[config.mk]
export PLATFORM = sky130hd
export DESIGN_NAME = tile_deck_shuffler_flat
export DESIGN_NICKNAME = d
export VERILOG_FILES = /design/src/rtl/tile_deck_shuffler_if.sv /design/src/rtl/tile_deck_shuffler.sv /design/src/flat_wrapper.sv
export SDC_FILE = /design/constraint.sdc
export NUM_CORES = 1
export LEC_CHECK = 0
export ABC_AREA = 1
export CELL_PAD_IN_SITES_DETAIL_PLACEMENT = 1
export CELL_PAD_IN_SITES_GLOBAL_PLACEMENT = 2
export CORE_MARGIN = 2
export CORE_UTILIZATION = 38
export CTS_BUF_LIST = sky130_fd_sc_hd__clkbuf_8
export CTS_CLUSTER_DIAMETER = 150
export DETAILED_ROUTE_END_ITERATION = 10
export GPL_TIMING_DRIVEN = 0
export PLACE_DENSITY_LB_ADDON = 0.1
export SKIP_LAST_GASP = 1
export SYNTH_ARGS = -nofsm -noshare
export SYNTH_HDL_FRONTEND = slang
export SYNTH_SLANG_ARGS = --single-unit
[constraint.sdc]
create_clock -name CLOCK_50 -period 5.01 [get_ports CLOCK_50]
set_input_delay 0.7515 -clock CLOCK_50 [delete_from_list [all_inputs] [get_ports CLOCK_50]]
set_output_delay 0.7515 -clock CLOCK_50 [all_outputs]
set_load 0.05 [all_outputs]
[src/rtl/tile_deck_shuffler_if.sv]
// Tile write channel between the deck shuffler and the in-game tile store.
//   wr_valid  master->slave  tile write offered
//   wr_ready  slave->master  consumer accepts when wr_valid && wr_ready
//   wr_addr   master->slave  slot index
//   wr_data   master->slave  tile code {row[1:0], col[1:0], colour[5:0], flipped}
interface tile_deck_shuffler_if;
    logic        wr_valid;
    logic        wr_ready;
    logic [3:0]  wr_addr;
    logic [10:0] wr_data;

    modport master (output wr_valid, output wr_addr, output wr_data, input wr_ready);
    modport slave  (input wr_valid, input wr_addr, input wr_data, output wr_ready);
endinterface

[src/rtl/tile_deck_shuffler.sv]
// Builds a shuffled memory-game deck of NUM_TILES/2 colour pairs, shuffles the slots with an
// LFSR-driven Fisher-Yates pass, then streams every tile code over the write channel.
//   CLOCK_50  system clock (posedge)
//   reset     synchronous, active-high; aborts any deck in progress
//   start     request a new deck (honoured only when idle); seed captured with it
//   busy      high from the cycle after start until the done cycle
//   done      one-cycle pulse after the last tile write is accepted
//   wr        tile write channel (master side)
//   rd_addr   read address into the deck table
//   rd_data   registered tile code of deck[rd_addr]; 0 for addresses beyond the deck
module tile_deck_shuffler #(
    parameter int unsigned NUM_TILES = 10,
    parameter int unsigned NUM_COLS  = 4,
    parameter logic [15:0] LFSR_TAP  = 16'hB400,
    parameter logic [15:0] SEED_DFLT = 16'hACE1
) (
    input  logic                 CLOCK_50,
    input  logic                 reset,
    input  logic                 start,
    input  logic [15:0]          seed,
    output logic                 busy,
    output logic                 done,
    tile_deck_shuffler_if.master wr,
    input  logic [3:0]           rd_addr,
    output logic [10:0]          rd_data
);

    typedef enum logic [2:0] {
        StIdle, StFill, StPick, StSwapA, StSwapB, StEmit, StDone
    } state_e;

    localparam logic [3:0] LastSlot = 4'(NUM_TILES - 1);
    localparam logic [4:0] NumSlots = 5'(NUM_TILES);
    localparam logic [3:0] NumColsW = 4'(NUM_COLS);

    // The table holds colours only; row/col are a pure function of the slot index.
    function automatic logic [10:0] tile_code(input logic [3:0] slot, input logic [5:0] colour);
        return {2'(slot / NumColsW), 2'(slot % NumColsW), colour, 1'b0};
    endfunction

    state_e      state_q;
    logic        busy_q, done_q, wr_valid_q;
    logic [3:0]  wr_addr_q;
    logic [10:0] wr_data_q, rd_data_q;
    logic [15:0] lfsr_q;
    logic [3:0]  i_q, j_q, k_q;
    logic [5:0]  tmp_i_q, tmp_j_q;
    logic [5:0]  deck_q [NUM_TILES];

    logic [15:0] lfsr_next;
    logic [3:0]  cand;
    logic [3:0]  k_inc;
    logic        rd_hit;

    assign lfsr_next = lfsr_q[0] ? ((lfsr_q >> 1) ^ LFSR_TAP) : (lfsr_q >> 1);
    assign cand      = lfsr_q[3:0];
    assign k_inc     = k_q + 4'd1;
    assign rd_hit    = {1'b0, rd_addr} < NumSlots;

    assign busy        = busy_q;
    assign done        = done_q;
    assign wr.wr_valid = wr_valid_q;
    assign wr.wr_addr  = wr_addr_q;
    assign wr.wr_data  = wr_data_q;
    assign rd_data     = rd_data_q;

    always_ff @(posedge CLOCK_50) begin
        if (reset) begin
            state_q    <= StIdle;
            busy_q     <= 1'b0;
            done_q     <= 1'b0;
            wr_valid_q <= 1'b0;
            wr_addr_q  <= '0;
            wr_data_q  <= '0;
            rd_data_q  <= '0;
            lfsr_q     <= SEED_DFLT;
            i_q        <= '0;
            j_q        <= '0;
            k_q        <= '0;
            tmp_i_q    <= '0;
            tmp_j_q    <= '0;
        end else begin
            rd_data_q <= rd_hit ? tile_code(rd_addr, deck_q[rd_addr]) : '0;
            unique case (state_q)
                StIdle: begin
                    if (start) begin
                        lfsr_q  <= (seed == '0) ? SEED_DFLT : seed;
                        k_q     <= '0;
                        busy_q  <= 1'b1;
                        state_q <= StFill;
                    end
                end
                StFill: begin
                    deck_q[k_q] <= 6'(k_q >> 1) + 6'd1;
                    if (k_q == LastSlot) begin
                        i_q     <= LastSlot;
                        state_q <= StPick;
                    end else begin
                        k_q <= k_inc;
                    end
                end
                StPick: begin
                    lfsr_q <= lfsr_next;
                    // Rejection sampling keeps the pick uniform over 0..i.
                    if (cand <= i_q) begin
                        j_q     <= cand;
                        state_q <= StSwapA;
                    end
                end
                StSwapA: begin
                    tmp_i_q <= deck_q[i_q];
                    tmp_j_q <= deck_q[j_q];
                    state_q <= StSwapB;
                end
                StSwapB: begin
                    deck_q[i_q] <= tmp_j_q;
                    deck_q[j_q] <= tmp_i_q;
                    if (i_q == 4'd1) begin
                        k_q        <= '0;
                        wr_valid_q <= 1'b1;
                        wr_addr_q  <= '0;
                        // Slot 0 is only touched by this final swap when j==0.
                        wr_data_q  <= tile_code(4'd0, (j_q == 4'd0) ? tmp_i_q : deck_q[0]);
                        state_q    <= StEmit;
                    end else begin
                        i_q     <= i_q - 4'd1;
                        state_q <= StPick;
                    end
                end
                StEmit: begin
                    if (wr.wr_ready) begin
                        if (k_q == LastSlot) begin
                            wr_valid_q <= 1'b0;
                            done_q     <= 1'b1;
                            state_q    <= StDone;
                        end else begin
                            k_q       <= k_inc;
                            wr_addr_q <= k_inc;
                            wr_data_q <= tile_code(k_inc, deck_q[k_inc]);
                        end
                    end
                end
                StDone: begin
                    done_q  <= 1'b0;
                    busy_q  <= 1'b0;
                    state_q <= StIdle;
                end
                default: state_q <= StIdle;
            endcase
        end
    end

endmodule
[src/flat_wrapper.sv]
// flat-port wrapper written by rule: the top's interface ports become plain ports
module tile_deck_shuffler_flat 
#(
    parameter int unsigned NUM_TILES = 10,
    parameter int unsigned NUM_COLS  = 4,
    parameter logic [15:0] LFSR_TAP  = 16'hB400,
    parameter logic [15:0] SEED_DFLT = 16'hACE1
)
  (CLOCK_50, reset, start, seed, busy, done, rd_addr, rd_data, wr_wr_valid, wr_wr_addr, wr_wr_data, wr_wr_ready);
  tile_deck_shuffler_if wr_i ();
  input  logic CLOCK_50;
  input  logic reset;
  input  logic start;
  input  logic [15:0] seed;
  output logic busy;
  output logic done;
  input  logic [3:0] rd_addr;
  output logic [10:0] rd_data;
  output wire logic [$bits(wr_i.wr_valid)-1:0] wr_wr_valid;
  output wire logic [$bits(wr_i.wr_addr)-1:0] wr_wr_addr;
  output wire logic [$bits(wr_i.wr_data)-1:0] wr_wr_data;
  input wire logic [$bits(wr_i.wr_ready)-1:0] wr_wr_ready;
  assign wr_wr_valid = wr_i.wr_valid;
  assign wr_wr_addr = wr_i.wr_addr;
  assign wr_wr_data = wr_i.wr_data;
  assign wr_i.wr_ready = wr_wr_ready;
  tile_deck_shuffler #(.NUM_TILES(NUM_TILES), .NUM_COLS(NUM_COLS), .LFSR_TAP(LFSR_TAP), .SEED_DFLT(SEED_DFLT)) u_core (.CLOCK_50(CLOCK_50), .reset(reset), .start(start), .seed(seed), .busy(busy), .done(done), .wr(wr_i), .rd_addr(rd_addr), .rd_data(rd_data));
endmodule
==> reports/qor.yml <==
die_h_um: 150
drt_iter0_markers: 614
vias: 8427
async_flop_share: 0
p_per_area_nw_per_um2: 477
rows: 53
cp.required_ps: 5110
startpoint_type: "flip-flop"
setup_viol: 0
clk_pin_slew_worst_paths_ps: 80
power_w: 0.00440
synth_fa_ha_area_frac: 0.0139
post-synth-top-count-cell: "nand2_1"
synth.area.mux_share: 0
post_cts_buffers: 0
ant_nets: 0
yosysTopAreaCell: "edfxtp_1"
drt_pass1_iterations: 6
switching_share: 0.490
regArea_sq_um: 3120
cp-end-kind: "flip-flop"
grt_max_degree: 17
path_delay_family: "compound AO/OA/AOI/OAI gates"
synth_xor_area_frac: 0.00868
gp_congestion: 0.967
synth_top_area_share: 0.223
synth_area_sq_um: 8080
cpMaxStageDelayCell: "o21ai_0"
yosysUniqueCellTypes: 43
ioPinCount: 53
cts-root-buf: "clkbuf_8"
power.switching_w: 0.00216
wl_met1_um: 15200
grt_use_total: 0.300
seqPwrFrac: 0.313
die_x_um: 150
cts_resized: 0
area_growth_pct: 14.3
finalMaxSlewViolations: 0
grt-ovfl-total: 0
critPathMaxStageDelay_ps: 550
htreeDepth: 4
wl_met3_um: 1850
start_util: 0.385
synthSimpleGateAreaFrac: 0.295
fmax_mhz: 367
synthCells: 1178
coreArea_sq_um: 21000
finClkSkew_ps: 17.6
synth-edff-count: 60
nets: 1277
max_slew.worst_pin.slew_ps: 858
synth_compound_area_frac: 0.200
wl_met2_um: 14300
critPathMaxFanout: 10
post-route-drc-count: 0
grt_pass1_wl_um: 49200
viasPerCell: 5.50
nFillCells: 2790
final.setup.tns_ps: 0
cts_tree: "done"
die_area_sq_um: 22400
hold_buffers: 0
drt_wl_total_um: 32600
routed.top_layer: "met4"
synth_common_cells: "nand2_1, o21ai_0, inv_1, nor2_1, a21oi_1"
p_comb_frac: 0.497
drv_cap: 0
synth_top_family_by_area: "simple AND/OR/NAND/NOR gates"
hold_path.class: "flip-flop to flip-flop"
period_minus_slack_ps: 2730
antenna_found_initial: 0
synth_seq_area_share: 0.387
grt_pass1_vias: 8086
status: "finished, final reports clean"
synthFlopType: "dfxtp_1"
wire_per_inst_um: 21.3
relSlewSlack: 0.426
clock_path_buffers: 2
insertion_delay_ps: 470
ir_drop_v: 0.000182
worstSetupPathType: "flip-flop to flip-flop"
synth_area_leaders: "edfxtp_1, nand2_1, dfxtp_1, o21ai_0, inv_1"
fin_crit_sh: 0.544
critPathBufInv: 3
n_antenna_cell: 0
ys_ff_latch: 126
drive_gt1_frac: 0.0788
power_frac_clock: 0.190
hold_viol: 0
cp_cell_sequence: "buf_2, inv_1, clkbuf_1, o21ai_0, nand3_2, o21ai_1"
avgSynthCellArea_sq_um: 6.86
multi_input_area_sq_um: 4180
rsz0062_at_grt: "false"
numClockSinks: 126
intPower_w: 0.00224
numCtsBuffers: 17
io_buffers: 46
p_leak_nw: 3.84
synth.yosys.warnings: 0
place_hpwl_um: 25100
cp.arrival_ps: 2830
## worst reg2reg max path, delay by kind of cell, from the launching register on
family	cells	cell delay, ps
flip-flops	1	370
buffers and inverters	3	700
AND/OR/NAND/NOR	1	200
AO/OA/AOI/OAI	2	1090
## routing by layer
| layer | GRT usage | up-vias |
|---|---|---|
| met5 | 0 | - |
| met4 | 0.112 | 0 |
| met3 | 0.0421 | 65 |
| met2 | 0.462 | 291 |
| met1 | 0.426 | 4028 |
| li1 | - | 4043 |
## stage by stage
| stage | utilization | setup WS (ps) | std cells | instance area, sq um | hold WS (ps) |
|---|---|---|---|---|---|
| CTS | 0.440 | 2260 | 1532 | 9230 | 475 |
| detailed placement | 0.424 | 2020 | 1500 | 8880 | 463 |
| floorplan | - | 2760 | 1179 | 8080 | 437 |
| global placement | 0.424 | 2080 | 1500 | 8880 | 452 |
| finish | 0.440 | 2280 | 1532 | 9230 | 469 |
| global route | 0.440 | 2080 | 1532 | 9230 | 511 |
## cell usage in the layout, fill, tap and decap left out, types with 4 or more instances in the layout
master,instances
nand2_1,361
o21ai_0,151
inv_1,109
nor2_1,86
a21oi_1,68
dfxtp_1,66
nand3_1,61
edfxtp_1,60
clkdlybuf4s50_1,46
clkbuf_1,41
o211ai_1,21
nand4_1,20
o21ai_1,17
clkbuf_8,17
buf_2,16
a22oi_1,9
ha_1,9
nor2_2,8
a31oi_1,7
buf_4,7
inv_2,6
o2111ai_1,5
nor2_4,5
xor2_1,4
xnor2_1,4
nand2_4,4
inv_6,4
## path summary, 6_finish.rpt
path                                   start                             to  slack [ps]  cells after the start
hold / removal      u_core.busy$_SDFFE_PP0P_       u_core.busy$_SDFFE_PP0P_         470                      2
hold reg to reg     u_core.busy$_SDFFE_PP0P_       u_core.busy$_SDFFE_PP0P_         470                      2
setup / recovery  u_core.k_q[0]$_SDFFE_PP0P_  u_core.deck_q[9][2]$_DFFE_PP_        2280                      6
setup reg to reg  u_core.k_q[0]$_SDFFE_PP0P_  u_core.deck_q[9][2]$_DFFE_PP_        2280                      6
## flip-flops by register name, indices dropped and copies added, names as in the netlist
name and count:
u_core.busy 1, u_core.rd_data 10, u_core.j_q 4, u_core.wr.wr_valid 1, u_core.lfsr_q 16, u_core.done 1
u_core.k_q 4, u_core.wr.wr_data 7, u_core.deck_q 60, u_core.state_q 3, u_core.tmp_j_q 6, u_core.wr.wr_addr 3
u_core.tmp_i_q 6, u_core.i_q 4
## logic make-up after synthesis
kind of cell | after synthesis
other | 1
XOR/XNOR | 8
adder cells (fa/ha/maj) | 9
AO/OA/AOI/OAI | 288
flip-flops | 126
AND/OR/NAND/NOR | 558
buffers and inverters | 188
## layout make-up
cell class                 count  area share
multi-input combinational    865       0.453
clock buffer                  17      0.0253
clock inverter                15      0.0122
tap                          275      0.0373
timing repair buffer          46      0.0499
buffer                        71      0.0365
sequential                   126       0.338
inverter                     117      0.0476
## power groups by stage
stage | clock network (W) | logic (W) | registers (W)
floorplan | 0 | 0.00142 | 0.00143
global placement | 0 | 0.00213 | 0.00139
detailed placement | 0 | 0.00216 | 0.00140
CTS | 0.000847 | 0.00218 | 0.00138
global route | 0.000879 | 0.00244 | 0.00140
finish | 0.000834 | 0.00219 | 0.00138
No activity file was read; power rests on OpenSTA's default activity.
